[src/rtl/div_disp_pkg.sv]
// rtl/div_disp_pkg.sv - shared FSM states, segment patterns and BCD helpers for div_result_display
package div_disp_pkg;

  typedef enum logic [1:0] {
    ST_IDLE   = 2'd0,
    ST_CONV_Q = 2'd1,
    ST_CONV_R = 2'd2,
    ST_UPDATE = 2'd3
  } state_t;

  // Active-low segment patterns, bit6=g ... bit0=a
  localparam logic [6:0] SEG_BLANK = 7'h7F;
  localparam logic [6:0] SEG_0     = 7'h40;
  localparam logic [6:0] SEG_1     = 7'h79;
  localparam logic [6:0] SEG_2     = 7'h24;
  localparam logic [6:0] SEG_3     = 7'h30;
  localparam logic [6:0] SEG_4     = 7'h19;
  localparam logic [6:0] SEG_5     = 7'h12;
  localparam logic [6:0] SEG_6     = 7'h02;
  localparam logic [6:0] SEG_7     = 7'h78;
  localparam logic [6:0] SEG_8     = 7'h00;
  localparam logic [6:0] SEG_9     = 7'h10;

  function automatic logic [6:0] seg_lookup(input logic [3:0] digit);
    logic [6:0] seg;
    case (digit)
      4'd0:    seg = SEG_0;
      4'd1:    seg = SEG_1;
      4'd2:    seg = SEG_2;
      4'd3:    seg = SEG_3;
      4'd4:    seg = SEG_4;
      4'd5:    seg = SEG_5;
      4'd6:    seg = SEG_6;
      4'd7:    seg = SEG_7;
      4'd8:    seg = SEG_8;
      4'd9:    seg = SEG_9;
      default: seg = SEG_BLANK;
    endcase
    return seg;
  endfunction

  // One double-dabble step: correct each digit >= 5, then shift the next operand bit in.
  function automatic logic [7:0] dd_step(input logic [7:0] acc, input logic bit_in);
    logic [3:0] tens;
    logic [3:0] units;
    tens  = (acc[7:4] >= 4'd5) ? acc[7:4] + 4'd3 : acc[7:4];
    units = (acc[3:0] >= 4'd5) ? acc[3:0] + 4'd3 : acc[3:0];
    return {tens[2:0], units, bit_in};
  endfunction

endpackage

[src/rtl/seg7_enc.sv]
// rtl/seg7_enc.sv - combinational BCD digit to active-low 7-segment encoder with blanking
module seg7_enc
  import div_disp_pkg::*;
(
  input  logic [3:0] digit,
  input  logic       blank,
  output logic [6:0] seg
);

  assign seg = blank ? SEG_BLANK : seg_lookup(digit);

endmodule

[src/rtl/div_result_display.sv]
// rtl/div_result_display.sv - converts a quotient/remainder pair to BCD and drives four 7-segment displays
module div_result_display
  import div_disp_pkg::*;
#(
  parameter int Q_WIDTH = 4,
  parameter int R_WIDTH = 4
) (
  input  logic               clk,
  input  logic               rst_n,
  input  logic               in_valid,
  output logic               in_ready,
  input  logic [Q_WIDTH-1:0] quo,
  input  logic [R_WIDTH-1:0] rem,
  output logic [6:0]         hex0,
  output logic [6:0]         hex1,
  output logic [6:0]         hex2,
  output logic [6:0]         hex3,
  output logic               done
);

  localparam logic [2:0] Q_LAST = 3'(Q_WIDTH - 1);
  localparam logic [2:0] R_LAST = 3'(R_WIDTH - 1);

  state_t             state;
  logic [7:0]         acc;
  logic [7:0]         q_bcd;
  logic [Q_WIDTH-1:0] q_sh;
  logic [R_WIDTH-1:0] r_sh;
  logic [2:0]         cnt;

  logic [7:0] q_step;
  logic [7:0] r_step;
  logic [6:0] q_units_seg;
  logic [6:0] q_tens_seg;
  logic [6:0] r_units_seg;
  logic [6:0] r_tens_seg;

  assign q_step = dd_step(acc, q_sh[Q_WIDTH-1]);
  assign r_step = dd_step(acc, r_sh[R_WIDTH-1]);

  // Quotient digits come from the saved BCD, remainder digits straight from the accumulator.
  seg7_enc u_q_units (.digit(q_bcd[3:0]), .blank(1'b0),               .seg(q_units_seg));
  seg7_enc u_q_tens  (.digit(q_bcd[7:4]), .blank(q_bcd[7:4] == 4'd0), .seg(q_tens_seg));
  seg7_enc u_r_units (.digit(acc[3:0]),   .blank(1'b0),               .seg(r_units_seg));
  seg7_enc u_r_tens  (.digit(acc[7:4]),   .blank(acc[7:4] == 4'd0),   .seg(r_tens_seg));

  always_ff @(posedge clk or negedge rst_n) begin
    if (!rst_n) begin
      state    <= ST_IDLE;
      in_ready <= 1'b1;
      done     <= 1'b0;
      hex0     <= SEG_BLANK;
      hex1     <= SEG_BLANK;
      hex2     <= SEG_BLANK;
      hex3     <= SEG_BLANK;
      acc      <= '0;
      q_bcd    <= '0;
      q_sh     <= '0;
      r_sh     <= '0;
      cnt      <= '0;
    end else begin
      done <= 1'b0;
      case (state)
        ST_IDLE: begin
          if (in_valid && in_ready) begin
            q_sh     <= quo;
            r_sh     <= rem;
            acc      <= '0;
            cnt      <= '0;
            in_ready <= 1'b0;
            state    <= ST_CONV_Q;
          end
        end
        ST_CONV_Q: begin
          q_sh <= q_sh << 1;
          if (cnt == Q_LAST) begin
            q_bcd <= q_step;
            acc   <= '0;
            cnt   <= '0;
            state <= ST_CONV_R;
          end else begin
            acc <= q_step;
            cnt <= cnt + 3'd1;
          end
        end
        ST_CONV_R: begin
          r_sh <= r_sh << 1;
          acc  <= r_step;
          if (cnt == R_LAST) begin
            cnt   <= '0;
            state <= ST_UPDATE;
          end else begin
            cnt <= cnt + 3'd1;
          end
        end
        ST_UPDATE: begin
          hex0     <= q_units_seg;
          hex1     <= q_tens_seg;
          hex2     <= r_units_seg;
          hex3     <= r_tens_seg;
          done     <= 1'b1;
          in_ready <= 1'b1;
          state    <= ST_IDLE;
        end
        default: begin
          in_ready <= 1'b1;
          state    <= ST_IDLE;
        end
      endcase
    end
  end

endmodule

[config.mk]
export PLATFORM = sky130hd
export DESIGN_NAME = div_result_display
export DESIGN_NICKNAME = d
export VERILOG_FILES = /design/src/rtl/div_disp_pkg.sv /design/src/rtl/seg7_enc.sv /design/src/rtl/div_result_display.sv
export SDC_FILE = /design/constraint.sdc
export NUM_CORES = 1
export LEC_CHECK = 0
export CAP_MARGIN = 25
export CORE_MARGIN = 4
export CORE_UTILIZATION = 35
export CTS_CLUSTER_DIAMETER = 100
export DETAILED_ROUTE_END_ITERATION = 8
export MAX_ROUTING_LAYER = met4
export PLACE_DENSITY = 0.59
export SLEW_MARGIN = 25
export SYNTH_ARGS = -nofsm -noshare
export SYNTH_HDL_FRONTEND = slang
export SYNTH_HIERARCHICAL = 1
export SYNTH_SLANG_ARGS = --single-unit
[constraint.sdc]
create_clock -name clk -period 2.2 [get_ports clk]
set_input_delay 0.44 -clock clk [delete_from_list [all_inputs] [get_ports clk]]
set_output_delay 0.44 -clock clk [all_outputs]
set_load 0.01 [all_outputs]
After elaboration in Yosys (flattened, before gate mapping)

Memory sizes are Yosys's and may differ from the RTL's. A register that Yosys moved wholly into a read port is not among the register bits.
Cells that the tools add are included.
Widths: inputs -> output; s select.

Memory bits (read-only): 448
Flip-flop bits (word level): 45
Memories kept: 4
Logic and storage cells: 66

Add/subtract/negate cells: 3
Equal/unequal tests: 7
Multiplexer cells: 21
Magnitude comparators: 2
Reductions and logical operators: 19

Memory list:

| memory           | words | width | rd ports | clocked after memory_dff | write ports | line               | RTL |
|---|---|---|---|---|---|---|---|
| (name not given) | 16    | 7     | 1        | 0                        | 0           | div_disp_pkg.sv:26 | `case (digit)` |
| (name not given) | 16    | 7     | 1        | 1                        | 0           | div_disp_pkg.sv:26 |  |
| (name not given) | 16    | 7     | 1        | 0                        | 0           | div_disp_pkg.sv:26 |  |
| (name not given) | 16    | 7     | 1        | 1                        | 0           | div_disp_pkg.sv:26 |  |

Operator list:

| cell                | number |
|---|---|
| $pmux 8 s3          | 1 |
| $mux 8              | 2 |
| $pmux 4 s2          | 2 |
| $mux 7              | 2 |
| $mux 4              | 3 |
| $reduce_and 2->1    | 6 |
| $mux 3              | 3 |
| $ge 4x3->1 const B  | 2 |
| $logic_not 4->1     | 2 |
| $pmux 2 s4          | 1 |
| $reduce_bool 2->1   | 4 |
| $mux 2              | 3 |
| $ne 2x2->1 const B  | 3 |
| $pmux 3 s2          | 1 |
| $add 4x2->4 const B | 1 |
| $eq 2x2->1 const B  | 2 |
| $add 3x1->3 const B | 1 |
| $add 3x2->3 const B | 1 |
| $eq 3x2->1 const B  | 1 |
| $reduce_and 3->1    | 1 |
| $reduce_bool 3->1   | 1 |
| $eq 2x1->1 const B  | 1 |
| $logic_not 1->1     | 2 |
| $logic_not 2->1     | 1 |
| other kinds (4)     | 5 |

Depth between registers and ports, before layout

Gate-level depths: netlist (run 1).

Word-level depth: 4
Mapped depth: 8
Mapped depth without buffers: 6

By module

Netlist (run 1), hierarchy kept.

By module, submodules not included:

| module                   | instances | cells each | sequential area each (um2) | area an instance (um2) |
|---|---|---|---|---|
| div_result_display       | 1         | 217        | 1512.7                     | 2753.9 |
| seg7_enc at u_q_tens ... | 3         | 33         | 0.0                        | 235.2 |
| seg7_enc at u_r_units    | 1         | 35         | 0.0                        | 252.7 |

Least setup slack after synthesis (run 1)

OpenSTA, ideal clock, no wires.

Path kind: flip-flop to flip-flop
Start: register acc[5]
End: register hex3[5]
Data arrival time: 1.757 ns
Cell stages (with the launch flop): 7
Setup slack: 0.384 ns
Path buffers: 0
Cell sequence: dfrtp_1 > inv_1 > ha_1 > nor3b_1 > nor2_1 > a21oi_1 > mux2_2

Longest elaborated chain between the ends: 2

Ends and longest elaborated chain:

| what                                            | line                      | RTL |
|---|---|---|
| start: declaration                              | div_result_display.sv:25  | `logic [7:0] acc;` |
| start signal: assignment                        | div_result_display.sv:82  | `acc <= q_step;` |
| start signal: assignment                        | div_result_display.sv:88  | `acc <= r_step;` |
| $mem_v2 16x7 or $logic_not 4->1 (tied branches) | -                         |  |
| $mux 7 (*)                                      | seg7_enc.sv:10            | `assign seg = blank ? SEG_BLANK : seg_lookup(digit);` |
| named net r_tens_seg[5]                         | div_result_display.sv:36  | `logic [6:0] r_tens_seg;` |
| end signal: assignment                          | div_result_display.sv:100 | `hex3 <= r_tens_seg;` |
| end: declaration                                | div_result_display.sv:17  | `output logic [6:0] hex3,` |

The timed path passes the listed nets; every way through them passes the cells marked *.
A chain may end at the register's enable or synchronous reset.

Worst setup path in the final report (run 1)

Start: register in_ready
End: output port in_ready

RTL lines:

| what                     | line                      | RTL |
|---|---|---|
| start: declaration       | div_result_display.sv:11  | `output logic in_ready,` |
| start signal: assignment | div_result_display.sv:50  | `in_ready <= 1'b1;` |
| start signal: assignment | div_result_display.sv:70  | `in_ready <= 1'b0;` |
| start signal: assignment | div_result_display.sv:102 | `in_ready <= 1'b1;` |

No word-level cell between the ends.

==> impl_metrics.yaml, run 1 <==
timing:
  maxSlewViolCount: 0
  relSlewSlack: 0.543
  rsz0062_at_grt: "false"
  fin_crit_ns: 1.92
  finClkSkew_ns: 0.00875
  worst_slew_pin_slew_ns: 0.681
  setup_viol_count_final: 0
  setup_tns_ns: 0
  period_share: 0.873
  fmax_mhz: 521
  finalHoldViolCount: 0
clocking:
  cts_max_path_buffers: 2
  tritoncts: "yes"
  cts_made_buffers: 9
  cts.reportedPaths.clkPinSlew_ns: 0.07
  h-tree-depth: 3
  post_cts_buffers: 0
  clock-sinks: 59
  cts-root-buf: "clkbuf_8"
  clk_latency_ns: 0.34
critical_path:
  worst_setup_path_start_kind: "flop"
  cp_slowest_cell: "dfstp_2"
  worstSetupPathType: "flop to output pin"
  critical_path_arrival_ns: 1.48
  path_max_fanout: 6
  worstSetupStartpoint: "in_ready"
  crit_path_end_kind: "output pin"
  path_delay_family: "flip-flops"
  crit_chain: "clkdlybuf4s50_1"
  critPathMaxStageDelay_ns: 0.59
  required_ns: 1.76
  worst-path-buf-inv: 1
  r2r_start: "acc[1]"
finish:
  ff_latch_area_mm2: 0.00151
  fin_nets: 452
  syn_to_final_growth_pct: 22.0
  finish.instance_area_mm2: 0.00453
  multiInputGateArea_mm2: 0.00207
  fillCellCount: 994
  drive_gt1_frac: 0.279
  antennaDiodeCount: 0
logic_synthesis:
  synth_area_leaders: "dfstp_2 (21%), dfrtp_1 (20%), ha_1 (10%)"
  synth.avg_cell_area_um2: 10.6
  yosysMostFrequentCell: "mux2_2"
  synthAdderAreaFrac: 0.101
  synth_top_family_by_area: "compound AO/OA/AOI/OAI gates"
  synth_seq_area_share: 0.407
  muxShareOfSynthArea: 0.122
  yosysTopAreaCell: "dfstp_2"
  synth_seq_cells: 59
  yosys.area_share.xor_xnor: 0.0118
  synth_cell_types: 50
  synth_cells: 351
  yosysWarnings: 6
  synthSimpleGateAreaFrac: 0.148
  synth_ff_type: "dfrtp_1"
  synth_area_mm2: 0.00371
  netlist.area_leader.share: 0.205
  synth_enable_flop_cells: 0
  synth_compound_area_frac: 0.158
  synthArstFlopShare: 1.00
  synth_top_cells_by_count: "mux2_2 (31), dfrtp_1 (30), ha_1 (30), dfstp_2 (29), a21oi_1 (27)"
floorplanning:
  initial_core_util: 0.360
  die_w_um: 111
  ios: 41
  dieArea_mm2: 0.0123
  die_y_um: 111
  core_mm2: 0.0103
  rows: 37
global_routing:
  gr-total-overflow: 0
  antenna_found_initial: 0
  grt_usage: 0.129
  grt_pass1_wl_mm: 12.7
  grt_max_degree: 34
  grt_pass1_vias: 2644
route:
  drt_iter0_drc: 66
  viasPerCell: 4.77
  vias: 2633
  postRouteAntennaNets: 0
  dr.pass1.iters: 4
  drc: 0
  wl_per_cell_um: 13.1
  routed_wl_mm: 7.22
power:
  design_power_total_mw: 6.11
  ir_drop_uv: 510
  p_per_area_mw_per_mm2: 1350
  power_leakage_nw: 1.84
placement:
  place_area_mm2: 0.00429
  routabilityCongestion: 0.848
  hpwl_mm: 5.27
  port_buffers: 40
run:
  max_cap_viol_count: 0
status:
  status: "finished, final reports clean"
hold_path:
  hp-class: "input pin to async pin"
## state kept, by name, summed over array words and instances (netlist names)
signal and flops:
hex2 7, q_sh 4, acc 8, hex0 7, done 1, in_ready 1, hex1 7, hex3 7
cnt 3, q_bcd 8, r_sh 4, state 2
## area by class of cell
cell class | count | area share
sequential | 59 | 0.334
clock buffer | 12 | 0.0343
multi-input combinational | 271 | 0.458
tap | 136 | 0.0376
inverter | 20 | 0.0166
clock inverter | 4 | 0.0160
timing repair buffer | 50 | 0.104
## metal layers
layer  track usage  routed length (µm)  share of wire  vias up
met3        0.0289                 268          0.037       12
met4        0.0567                 141          0.020        0
met2         0.201                3320           0.46       37
met5             -                   0              0        -
met1         0.161                3490           0.48     1246
li1              -                   -              -     1338
## layout by cell type (no fill, tap or decap), types with 17 or more instances in the layout
cell type and instances:
dfstp_2 29, a21oi_1 27, mux2_2 31, nor2_1 23, clkdlybuf4s50_1 39, inv_1 20, o21ai_0 21, ha_1 30
nand2_1 17, dfrtp_1 30
## per-stage QoR
step           cells  setup slack (ns)   util  hold WS [ns]
2_1_floorplan    363             0.384      -         0.144
3_5_place_dp     536             0.201  0.415         0.499
4_1_cts          552             0.167  0.438         0.158
6_report         552             0.280  0.439         0.145
5_1_grt          552             0.213  0.439         0.187
3_3_place_gp     536             0.275  0.415         0.486
## logic make-up after synthesis
logic type      after synthesis
compound gates               91
fa+ha+maj                    30
simple gates                 92
other cells                   1
buf+inv                      33
xor+xnor                      5
flops                        59
mux                          40
## timing repair
action | 4_1_cts | 5_1_grt
hold buffers | 0 | 0
endpoints found under the setup margin | 0 | 4
resized for setup | 0 | 1
## path summary, 6_finish.rpt
path	to	cells after the start	slack, ns
max	in_ready	1	0.28
min	q_bcd[3]	2	0.14
max reg2reg	q_bcd[2]	6	0.40
min reg2reg	r_sh[0]	2	0.51
max in group asynchronous	hex3[1]	2	1.71
min in group clk	r_sh[0]	2	0.51
## power by group
group	switching [mW]	leakage, nW	internal (mW)	total, mW
combinational	1.46	1.03	1.47	2.93
sequential	0.387	0.698	1.66	2.05
clock	0.442	0.113	0.698	1.14
(Power assumes the default switching activity.)
==> inputs of run 2 (changes only) <==
--- a/config.mk
+++ b/config.mk
@@ -12,6 +12,7 @@
 export DETAILED_ROUTE_END_ITERATION = 8
 export MAX_ROUTING_LAYER = met4
 export PLACE_DENSITY = 0.59
+export SETUP_SLACK_MARGIN = 0.5
 export SLEW_MARGIN = 25
 export SYNTH_ARGS = -nofsm -noshare
 export SYNTH_HDL_FRONTEND = slang
==> run 2 against run 1 <==
Compared with the run above: first-iteration DRC count increased by 95%; sequential cell count unchanged; via count grew 3.4%; clock skew about the same; register-to-register slack improved by 0.16 ns; sequential share of layout area hardly changed.
==> impl_metrics.yaml, run 2 (same netlist as run 1, synthesis figures left out) <==
route:
  wl_met2_mm: 3.54
  vias: 2723
  routed_wl_mm: 7.45
  drt_iter0_drc: 129
  drt-met1-wl_mm: 3.61
  dr.pass1.iters: 4
  met3_length_um: 196
  drc: 0
  postRouteAntennaNets: 0
  wl_per_cell_um: 13.4
  top_layer: "met4"
  viasPerCell: 4.88
finish:
  fin_nets: 458
  final_common_cell: "mux2_2"
  layoutNonFillerInstCount: 558
  ff_latch_area_mm2: 0.00152
  multiInputGateArea_mm2: 0.00213
  syn_to_final_growth_pct: 22.5
  antennaDiodeCount: 0
  layout_common_cells: "mux2_2 (31), dfstp_2 (29), dlygate4sd2_1 (29)"
  largest_registers: "acc: 8 flops, q_bcd: 8 flops"
  finish.utilization: 0.440
  drive_gt1_frac: 0.325
  fillCellCount: 1008
power:
  power_frac_seq: 0.343
  p_int_mw: 3.58
  ir_drop_uv: 438
  design_power_total_mw: 5.91
  p_switching_mw: 2.33
  pwr-share-comb: 0.503
  power_leakage_nw: 1.81
  swShare: 0.394
  p_per_area_mw_per_mm2: 1300
  p_clk_frac: 0.153
clocking:
  cts_hold_buf: 0
  clock-sinks: 59
  tritoncts: "yes"
  h-tree-depth: 3
  clk_latency_ns: 0.34
  cts.reportedPaths.clkPinSlew_ns: 0.06
  cts-root-buf: "clkbuf_8"
  cts_made_buffers: 9
  cts_max_path_buffers: 2
timing:
  fin_crit_ns: 1.64
  period_share: 0.746
  setup_tns_ns: 0
  finalHoldViolCount: 0
  maxSlewViolCount: 0
  relSlewSlack: 0.558
  rsz0062_at_grt: "true"
  setup_viol_count_final: 0
  finClkSkew_ns: 0.00868
  worst_slew_pin_slew_ns: 0.663
  fmax_mhz: 609
global_routing:
  gr-total-overflow: 0
  grt_max_degree: 32
  grt_pass1_vias: 2679
  antenna_found_initial: 0
  grt_usage: 0.128
  grt_pass1_wl_mm: 12.8
floorplanning:
  initial_core_util: 0.360
  ios: 41
  die_w_um: 111
  dieArea_mm2: 0.0123
  rows: 37
  die_y_um: 111
  core_mm2: 0.0103
run:
  max_cap_viol_count: 0
critical_path:
  worst_setup_path_start_kind: "flop"
  reg2reg_to: "q_bcd[6]"
  r2r_cells: 5
  worstSetupPathType: "flop to flop"
  r2r_start: "state[1]"
  path_max_fanout: 12
  crit_path_end_kind: "flop"
  worstSetupStartpoint: "state[1]"
  critical_path_arrival_ns: 1.85
  r2r_slack_ns: 0.56
  required_ns: 2.41
placement:
  hpwl_mm: 5.34
  routabilityCongestion: 0.840
  port_buffers: 40
  dp_cells: 534
status:
  status: "finished, final reports clean"
hold_path:
  hp-class: "input pin to async pin"
==> run 2: cell count changes in the layout (fill, tap and decap cells not counted), moves of 4 or more <==
| cell | change |
|---|---|
| buf_4 | +6 |
| clkdlybuf4s50_1 | -29 |
| dfrtp_1 | -4 |
| dfrtp_2 | +4 |
| dlygate4sd2_1 | +29 |
| ha_1 | -5 |
==> run 2: layout make-up <==
| cell class | instances | area share |
|---|---|---|
| clock inverter | 5 | 0.00605 |
| sequential | 59 | 0.334 |
| tap | 136 | 0.0374 |
| clock buffer | 11 | 0.0333 |
| multi-input combinational | 271 | 0.468 |
| timing repair buffer | 56 | 0.105 |
| inverter | 20 | 0.0165 |
==> run 2: worst max-delay path, stage by stage, from the launching register on <==
cell and delay [ns]:
dfrtp_1 0.41, inv_1 0.15, ha_2 0.36, nand2_1 0.09, buf_4 0.19, mux2_1 0.32
==> run 2: power by group through the flow <==
stage	Sequential (mW)	Combinational [mW]	Clock [mW]
detailed placement	2.10	2.93	0
floorplan	2.08	2.00	0
CTS	2.07	2.83	0.939
global route	2.11	3.29	0.987
finish	2.03	2.97	0.907
global placement	2.07	2.87	0
==> run 2: per-layer routing <==
layer	vias up	track usage
met5	-	-
met3	9	0.0262
met4	0	0.0468
met2	41	0.200
met1	1316	0.166
li1	1357	-
==> run 2: per-stage QoR <==
| stage | instance area, µm² | hold WS, ns | setup WS [ns] |
|---|---|---|---|
| 6_report | 4550 | 0.137 | 0.558 |
| 5_1_grt | 4550 | 0.172 | 0.447 |
| 4_1_cts | 4450 | 0.149 | 0.476 |
| 3_5_place_dp | 4290 | 0.496 | 0.291 |
| 3_3_place_gp | 4290 | 0.486 | 0.337 |
| 2_1_floorplan | 3770 | 0.144 | 0.575 |
==> run 2: worst max path at each step <==
stage / endpoint / slack, ns / cells after the start
global route: q_bcd[6] / 0.45 / 5
detailed placement: acc[7] / 0.29 / 4
global placement: acc[7] / 0.34 / 4
finish: q_bcd[6] / 0.56 / 5
CTS: hex3[6] / 0.48 / 6
floorplan: r_sh[3] / 0.57 / 8
==> run 2: what timing repair did <==
action | in CTS | in global routing
setup buffers | 0 | 8
endpoints found under the hold margin | 0 | 0
endpoints found under the setup margin | 38 | 24
cloned | 0 | 0
pin swaps | 0 | 2
resized for setup | 37 | 10
